## src/rtl/irq_seq_pkg.sv

```systemverilog
// Shared constants, types and helpers for the interrupt priority sequencer.
package irq_seq_pkg;

    // APB word addresses (PADDR[5:2])
    localparam logic [3:0] VECTORA    = 4'd0;
    localparam logic [3:0] EOIA       = 4'd1;
    localparam logic [3:0] PRIO0A     = 4'd2;
    localparam logic [3:0] PRIO1A     = 4'd3;
    localparam logic [3:0] INSERVICEA = 4'd4;

    localparam int unsigned LVLW   = 2;
    localparam int unsigned NUMLVL = 4;

    // VECTOR register field positions
    localparam int unsigned VEC_VALID  = 31;
    localparam int unsigned VEC_LVL_HI = 9;
    localparam int unsigned VEC_LVL_LO = 8;
    localparam int unsigned VEC_ID_HI  = 4;
    localparam int unsigned VEC_ID_LO  = 0;

    typedef struct packed {
        logic            valid;
        logic [LVLW-1:0] lvl;
        logic [4:0]      id;
    } cand_t;

    // One bit per implemented source.
    function automatic logic [31:0] srcMask(input int unsigned n);
        logic [31:0] m;
        m = '0;
        for (int unsigned i = 0; i < 32; i++) begin
            m[i] = (i < n);
        end
        return m;
    endfunction

    // Two PRIO bits per implemented source.
    function automatic logic [63:0] prioMask(input int unsigned n);
        logic [63:0] m;
        m = '0;
        for (int unsigned i = 0; i < 32; i++) begin
            m[2*i +: 2] = {2{i < n}};
        end
        return m;
    endfunction

    // Index of the highest set in-service bit (only meaningful when any bit is set).
    function automatic logic [LVLW-1:0] runLevel(input logic [NUMLVL-1:0] inSvc);
        logic [LVLW-1:0] l;
        l = '0;
        for (int unsigned i = 0; i < NUMLVL; i++) begin
            if (inSvc[i]) begin
                l = LVLW'(i);
            end
        end
        return l;
    endfunction

    // One-hot of the highest set in-service bit, zero when none.
    function automatic logic [NUMLVL-1:0] topBit(input logic [NUMLVL-1:0] inSvc);
        logic [NUMLVL-1:0] t;
        t = '0;
        for (int unsigned i = 0; i < NUMLVL; i++) begin
            if (inSvc[i]) begin
                t = '0;
                t[i] = 1'b1;
            end
        end
        return t;
    endfunction

endpackage

```

## src/rtl/irq_prio_pick.sv

```systemverilog
// Combinational winner selection: highest eligible level, lowest id on ties.
module irq_prio_pick
    import irq_seq_pkg::*;
(
    input  logic [31:0]     status,
    input  logic [63:0]     prio,
    input  logic            runActive,
    input  logic [LVLW-1:0] runLvl,
    output logic            valid,
    output logic [LVLW-1:0] lvl,
    output logic [4:0]      id
);

    // Heap-indexed tree: leaves 32..63 hold sources 0..31, node n merges 2n and 2n+1.
    logic            nodeV [64];
    logic [LVLW-1:0] nodeL [64];
    logic [4:0]      nodeI [64];

    // Build leaves from eligibility, then reduce pairwise; left child (lower ids) wins ties.
    always_comb begin
        for (int unsigned n = 0; n < 64; n++) begin
            nodeV[n] = 1'b0;
            nodeL[n] = '0;
            nodeI[n] = '0;
        end
        for (int unsigned i = 0; i < 32; i++) begin
            nodeL[32+i] = prio[2*i +: 2];
            nodeI[32+i] = 5'(i);
            nodeV[32+i] = status[i] && (!runActive || (prio[2*i +: 2] > runLvl));
        end
        for (int unsigned n = 31; n >= 1; n--) begin
            if (nodeV[2*n+1] && (!nodeV[2*n] || (nodeL[2*n+1] > nodeL[2*n]))) begin
                nodeV[n] = 1'b1;
                nodeL[n] = nodeL[2*n+1];
                nodeI[n] = nodeI[2*n+1];
            end else begin
                nodeV[n] = nodeV[2*n];
                nodeL[n] = nodeL[2*n];
                nodeI[n] = nodeI[2*n];
            end
        end
        valid = nodeV[1];
        lvl   = nodeL[1];
        id    = nodeI[1];
    end

endmodule

```

## src/rtl/irq_priority_sequencer.sv

```systemverilog
// Priority/nesting sequencer: APB registers, in-service tracking, vectored IRQ.
module irq_priority_sequencer
    import irq_seq_pkg::*;
#(
    parameter int unsigned NUMSRC = 32
) (
    input  logic        PCLK,
    input  logic        PRESETn,
    input  logic        PSEL,
    input  logic        PENABLE,
    input  logic        PWRITE,
    input  logic [5:2]  PADDR,
    input  logic [31:0] PWDATA,
    output logic [31:0] PRDATA,
    input  logic [31:0] irqStatus,
    output logic        IRQ
);

    localparam logic [31:0] SRCMASK  = srcMask(NUMSRC);
    localparam logic [63:0] PRIOMASK = prioMask(NUMSRC);

    logic [63:0]       prio;
    logic [NUMLVL-1:0] inService;
    cand_t             cand;
    cand_t             pick;
    logic [31:0]       rdData;
    logic              wrStrobe;
    logic              rdStrobe;
    logic              vecAck;
    logic              eoiWr;

    assign wrStrobe = PSEL & PWRITE & ~PENABLE;
    assign rdStrobe = PSEL & ~PWRITE & ~PENABLE;
    assign vecAck   = rdStrobe && (PADDR == VECTORA) && cand.valid;
    assign eoiWr    = wrStrobe && (PADDR == EOIA);
    assign IRQ      = cand.valid;

    irq_prio_pick u_pick (
        .status    (irqStatus & SRCMASK),
        .prio      (prio),
        .runActive (|inService),
        .runLvl    (runLevel(inService)),
        .valid     (pick.valid),
        .lvl       (pick.lvl),
        .id        (pick.id)
    );

    // Read data mux; VECTOR presents the registered candidate, not the live winner.
    always_comb begin
        rdData = '0;
        case (PADDR)
            VECTORA: begin
                if (cand.valid) begin
                    rdData[VEC_VALID]               = 1'b1;
                    rdData[VEC_LVL_HI:VEC_LVL_LO]   = cand.lvl;
                    rdData[VEC_ID_HI:VEC_ID_LO]     = cand.id;
                end
            end
            PRIO0A:     rdData = prio[31:0];
            PRIO1A:     rdData = prio[63:32];
            INSERVICEA: rdData[NUMLVL-1:0] = inService;
            default:    rdData = '0;
        endcase
    end

    // Priority registers; fields of unimplemented sources stay zero.
    always_ff @(posedge PCLK or negedge PRESETn) begin
        if (!PRESETn) begin
            prio <= '0;
        end else if (wrStrobe && (PADDR == PRIO0A)) begin
            prio[31:0] <= PWDATA & PRIOMASK[31:0];
        end else if (wrStrobe && (PADDR == PRIO1A)) begin
            prio[63:32] <= PWDATA & PRIOMASK[63:32];
        end
    end

    // In-service levels: acknowledge sets the candidate's level, EOI clears the highest.
    always_ff @(posedge PCLK or negedge PRESETn) begin
        if (!PRESETn) begin
            inService <= '0;
        end else if (vecAck) begin
            inService[cand.lvl] <= 1'b1;
        end else if (eoiWr) begin
            inService <= inService & ~topBit(inService);
        end
    end

    // Candidate reloads every cycle from the current in-service state; an acknowledge
    // on the same edge is therefore seen by the picker one edge later.
    always_ff @(posedge PCLK or negedge PRESETn) begin
        if (!PRESETn) begin
            cand <= '0;
        end else begin
            cand <= pick;
        end
    end

    // PRDATA captured on the read setup edge, zero on any other edge.
    always_ff @(posedge PCLK or negedge PRESETn) begin
        if (!PRESETn) begin
            PRDATA <= '0;
        end else if (rdStrobe) begin
            PRDATA <= rdData;
        end else begin
            PRDATA <= '0;
        end
    end

endmodule
```

## config.mk

```make
export PLATFORM = sky130hd
export DESIGN_NAME = irq_priority_sequencer
export DESIGN_NICKNAME = d
export VERILOG_FILES = /design/src/rtl/irq_seq_pkg.sv /design/src/rtl/irq_prio_pick.sv /design/src/rtl/irq_priority_sequencer.sv
export SDC_FILE = /design/constraint.sdc
export NUM_CORES = 1
export LEC_CHECK = 0
export CAP_MARGIN = 15
export CORE_AREA = 2 2 136 138
export CTS_CLUSTER_SIZE = 40
export DETAILED_ROUTE_END_ITERATION = 8
export DIE_AREA = 0 0 138 140
export PLACE_DENSITY_LB_ADDON = 0.3
export SLEW_MARGIN = 5
export SYNTH_ARGS = -nofsm -noshare
export SYNTH_HDL_FRONTEND = slang
export SYNTH_SLANG_ARGS = --single-unit
export TNS_END_PERCENT = 30
```

## constraint.sdc

```tcl
create_clock -name PCLK -period 9.3 [get_ports PCLK]
set_clock_uncertainty 0.05 [all_clocks]
set_input_delay 1.395 -clock PCLK [delete_from_list [all_inputs] [get_ports PCLK]]
set_output_delay 1.395 -clock PCLK [all_outputs]
set_load 0.01 [all_outputs]
```

[Word level (Yosys, flattened, before mapping)]
Cells that the tools add are included.
W data, S select, Z words.
Cells by class
  equality and inequality tests: 4
  reductions and logical operators: 168
  mux-type cells: 116
  bitwise operators: 10
  $lt $le $gt $ge: 65
Operator list (count)
  $gt A2 B2 Y1: 63
  $mux W2: 42
  $logic_and A1 B1 Y1: 69
  $logic_or A1 B1 Y1: 63
  $mux W1: 51
  $pmux W21 S2: 1
  $mux W4: 9
  $logic_not A1 Y1: 32
  $mux W32: 1
  $pmux W4 S4: 1
  $mux W3: 4
  $mux W5: 2
  $eq A4 B2 Y1 const B: 2
  $pmux W1 S3: 2
  $pmux W2 S3: 1
  $pmux W3 S2: 1
  $and A1 B1 Y1: 4
  $and A4 B4 Y4: 1
  $eq A4 B1 Y1 const B: 1
  $eq A4 B3 Y1 const B: 1
  $logic_not A4 Y1: 1
  $not A4 Y4: 1
  $or A4 B4 Y4: 1
  $reduce_or A4 Y1: 1
  6 further kinds: 8
Word-level totals
  output and inout port bits: 33
  word-level logic and storage cells: 370
  input bits: 73
  flip-flop bits (word level): 108

[Longest topological paths before layout]
  word-level depth: 26
  gate-level depth with buffers: 40
  depth with buffers taken out: 39

[By module]
A second synthesis with hierarchy kept.
Second synthesis, totals
  cell total of the unflattened synthesis: 926
  area, all modules: 8993.6 µm²
Modules (own cells, without submodules)
  irq_prio_pick: seq. area each 0.0 µm², cells each 620, area an instance 4658.2 µm², times used 1
  irq_priority_sequencer: seq. area each 2702.6 µm², cells each 306, area an instance 4335.4 µm², times used 1

[Worst setup path after synthesis]
Ideal clock, no wire load.
  kind: register -> register
  start: reg inService[3]
  end: reg cand[0] (netlist name)
  period minus slack after synthesis: 7774 ps
  slack: 1526 ps
  path buffers: 2
  required time: 9124 ps
  arrival: 7598 ps
  library setup time: 126 ps
  cell stages (with the launch flop): 36
  path through: dfrtp_1 > nor2_1 > ha_1 > nor2b_1 > o211ai_1 > a21boi_0 > or2_2 > clkbuf_1 > nor2_1 > a21oi_1 > inv_1 > ha_1 > o21ai_0 > a221oi_2 > a2111o_1 > mux2i_1 > ha_1 > nand2_1 > o21ai_0 > o21ai_0 > o21ai_0 > mux2_2 > ha_1 > nor2b_1 > o21ai_0 > a21o_1 > buf_2 > nand2_1 > o21a_1 > ha_1 > nor2b_1 > o21ai_0 > o21ai_0 > nand2_1 > clkinv_1 > o311a_1
RTL lines
  start, declared: RTL line irq_priority_sequencer.sv:23  | logic [NUMLVL-1:0] inService;
  start signal, assigned: RTL line irq_priority_sequencer.sv:84  | inService <= inService & ~topBit(inService);
  end signal, assigned: RTL line irq_priority_sequencer.sv:94  | cand <= pick;
  end, declared: RTL line irq_priority_sequencer.sv:24  | cand_t cand;

==> results.txt <==
----------------------------------------------------
[Synthesis]
  Dominant cell by count in the synthesized netlist ... sky130_fd_sc_hd__nand2_1
  Post-synth net total ... 1234
  Synthesized area per cell ... 8.55 µm²
  Number of flip-flops and latches in the synthesized netlist ... 108
  Number of instances in the synthesized netlist ... 1042
  Most used standard cells in the synthesized netlist ... sky130_fd_sc_hd__nand2_1, sky130_fd_sc_hd__ha_1, sky130_fd_sc_hd__dfrtp_1, sky130_fd_sc_hd__o21ai_0, sky130_fd_sc_hd__inv_1
  Post-Synthesis Cell Area ... around 8900 µm²
  Top cells by area in the synthesized netlist ... sky130_fd_sc_hd__dfrtp_1, sky130_fd_sc_hd__ha_1, sky130_fd_sc_hd__nand2_1
  Most used flip-flop cell after synthesis ... sky130_fd_sc_hd__dfrtp_1
  Unique masters post-synth ... 81
  Area fraction of the dominant cell type after synthesis ... 30.3%
  Post-synth EDFFs ... 0
  Synth Warn # ... 0
  Fraction of synthesis flops using an asynchronous set or reset pin ... 100%
  Portion of the post-synthesis area used by sequential elements ... 30.3%
  Leading area contributor after synthesis ... sky130_fd_sc_hd__dfrtp_1

[Placement]
  Detailed placer's ending HPWL ... 17.9 mm
  Placed cell areas ... about 10000 µm²
  Placer congestion estimate ... 0.879
  Count of port buffers added during placement ... 105

[Worst setup path]
  Depth of the worst register-to-register path ... 39
  Largest stage delay, worst path ... 490 ps
  Worst Path Buf+Inv ... 3
  Crit start category ... input port
  Most prevalent standard cell on the critical path ... sky130_fd_sc_hd__o21ai_0
  Crit-path max FO ... 8
  Critical path required time ... 9550 ps
  Critical Path Stages ... 34
  Critical-path cell with the highest stage delay ... sky130_fd_sc_hd__clkdlybuf4s50_1
  Critical path endpoint category ... flop
  Data arrival, critical path ... ~8400 ps
  Cell family with most CP delay ... compound AO/OA/AOI/OAI gates
  Critical path class ... in2reg

[Routing]
  Antenna Nets Post-Route ... 0
  Drt drc ... 0
  Detailed-route wire length ... 24.3 mm
  Count of TritonRoute iterations in the first routing pass ... 5
  Overall via count from detail_route ... 8137
  Vias per Instance ... 5.94
  DRT iter0 DRCs ... 498
  Average detailed-routed wire length per instance ... 17.7 µm

[STA]
  Final setup viols ... 0
  RSZ-0062 raised after global routing ... false
  Transition at the pin with the smallest max-transition slack ... between 900 and 1000 ps
  Number of endpoints with negative hold slack in the final report ... 0
  Final critical-path required period ... approximately 8100 ps
  Worst slew margin relative to its limit ... 39.7%
  Achievable clock frequency ... 0.123 GHz
  Final period util ... 87.6%
  Final Max Tran Viols ... 0
  Total negative slack for setup checks ... 0 ps

[Floorplanning]
  Core outline area ... between 15000 and 20000 µm²
  Effective utilization at floorplan ... 50.1%
  Die span in x ... 138 µm
  Cell Rows ... 49
  Boundary Pins ... 106
  Die Area ... 19300 µm²
  Vertical extent of the die ... 140 µm

[Clock network]
  Maximum level of the CTS H-tree ... 3
  Clock network latency to the later pin of the worst-skew pair ... 360 ps
  Clock buffers created by TritonCTS ... 9
  Setup repair bufs after CTS ... 0
  Clock root buffer ... sky130_fd_sc_hd__clkbuf_16
  CTS tree ... built
  Number of sinks driven by the clock tree ... 108
  Reg clk slew, reported paths ... 70 ps
  Buffer depth of the longest clock path ... 2
  CTS-repair resized insts ... 0
  Hold buffer count at CTS ... 0

[Finish]
  Storage cell area ... roughly 2700 µm²
  Footprint of the multi-input gates ... 5760 µm²
  Area added between synthesis and finish ... 17.9%
  NumNets Final ... 1329
  Share of post-route cells with drive strength above 1 ... 6.58%
  Post-route cell area ... about 11000 µm²
  Final antenna diode count ... 0
  Fill cells ... 1588

[GRT]
  Vias in the first global route ... 7996
  Sum of overflow across all layers after global routing ... 0
  Overall fraction of global-route tracks in use ... 25.5%
  First-pass GRT wire length ... 40.1 mm
  Pin count of the biggest net entering global routing ... 59
  Initial antenna violation count ... 0

[Status]
  Status ... complete, no violations

[Hold path]
  Min-delay worst type ... reg2reg
  Worst hold path stage count ... 2

[Job]
  # Max-Cap Violations ... 0

----------------------------------------------------
==> registers in the layout, summed over array words and instances (netlist names) <==
name	cells
IRQ	1
inService	4
PRDATA	32
cand	7
prio	64
==> stage by stage <==
stage               worst slack [ps]  hold slack, ps  std cells  util (%)
floorplan                       1530             420       1042         -
global placement                 907             457       1355      57.4
detailed placement               880             470       1355      57.4
CTS                             1240             486       1369      59.1
global route                     360             507       1369      59.1
finish                          1160             488       1369      59.1
==> path summary, 6_finish.rpt <==
| path | startpoint | endpoint | slack (ps) |
|---|---|---|---|
| worst max-delay path | irqStatus[6] | cand[0]$_DFF_PN0_ | 1160 |
| worst min-delay path | prio[46]$_DFFE_PN0P_ | PRDATA[14]$_DFF_PN0_ | 490 |
| worst max register to register | inService[3]$_DFFE_PN0P_ | cand[0]$_DFF_PN0_ | 1170 |
| worst min register to register | prio[46]$_DFFE_PN0P_ | PRDATA[14]$_DFF_PN0_ | 490 |
| max in group asynchronous | PRESETn | prio[56]$_DFFE_PN0P_ | 6970 |
| min in group asynchronous | PRESETn | PRDATA[7]$_DFF_PN0_ | 1020 |
==> layer usage <==
layer	share of wire, %	global-route usage [%]	routed length [µm]
met1	46	33.4	11100
met2	48	43.8	11500
met3	5.1	4.21	1250
met4	1.6	6.98	388
met5	0	0	0
==> kinds of logic (layout without fill, tap and decap cells) <==
kind of cell	Yosys count	in the layout	share of synthesized area (%)
muxes	40	40	4.79
buffers and inverters	116	214	5.22
adders and majority gates	122	122	17.1
and+or+nand+nor	335	335	17.6
AOI/OAI and AO/OA	321	321	25.0
DFF	108	108	30.3
==> worst reg2reg max path: cells and delay by family, from the launching register on <==
| kind | cells | cell delay, ps |
|---|---|---|
| fa+ha+maj | 5 | 1170 |
| mux | 1 | 280 |
| buf+inv | 4 | 860 |
| simple gates | 13 | 1980 |
| compound gates | 16 | 3210 |
| flops | 1 | 480 |
==> placed cells by master (no fill, tap or decap), types with 9 or more instances in the layout <==
cell / netlist / routed
sky130_fd_sc_hd__clkbuf_16: 0 / 9
sky130_fd_sc_hd__o211ai_1: 41 / 41
sky130_fd_sc_hd__a21o_1: 11 / 11
sky130_fd_sc_hd__inv_1: 83 / 83
sky130_fd_sc_hd__and3_1: 14 / 14
sky130_fd_sc_hd__nor2_1: 67 / 64
sky130_fd_sc_hd__buf_4: 0 / 12
sky130_fd_sc_hd__a211oi_1: 10 / 10
sky130_fd_sc_hd__mux2_2: 17 / 17
sky130_fd_sc_hd__a22oi_1: 27 / 27
sky130_fd_sc_hd__nor2b_1: 52 / 52
sky130_fd_sc_hd__clkdlybuf4s50_1: 0 / 104
sky130_fd_sc_hd__a2bb2oi_1: 10 / 10
sky130_fd_sc_hd__ha_1: 119 / 119
sky130_fd_sc_hd__a21boi_0: 11 / 11
sky130_fd_sc_hd__nand2_1: 147 / 147
sky130_fd_sc_hd__a21oi_1: 44 / 44
sky130_fd_sc_hd__nand3_1: 20 / 20
sky130_fd_sc_hd__dfrtp_1: 108 / 108
sky130_fd_sc_hd__mux2i_1: 22 / 22
sky130_fd_sc_hd__o21ai_0: 99 / 99
==> area by class of cell <==
class	instances	area share (%)
clock buffer	12	2.35
tap	229	2.73
multi-input combinational	818	54.9
sequential	108	25.7
clock inverter	2	0.572
timing repair buffer	116	10.8
inverter	84	3.00
Power is not shown: default switching activity piles up to over one toggle a cycle in this logic, so the estimate is an artifact.
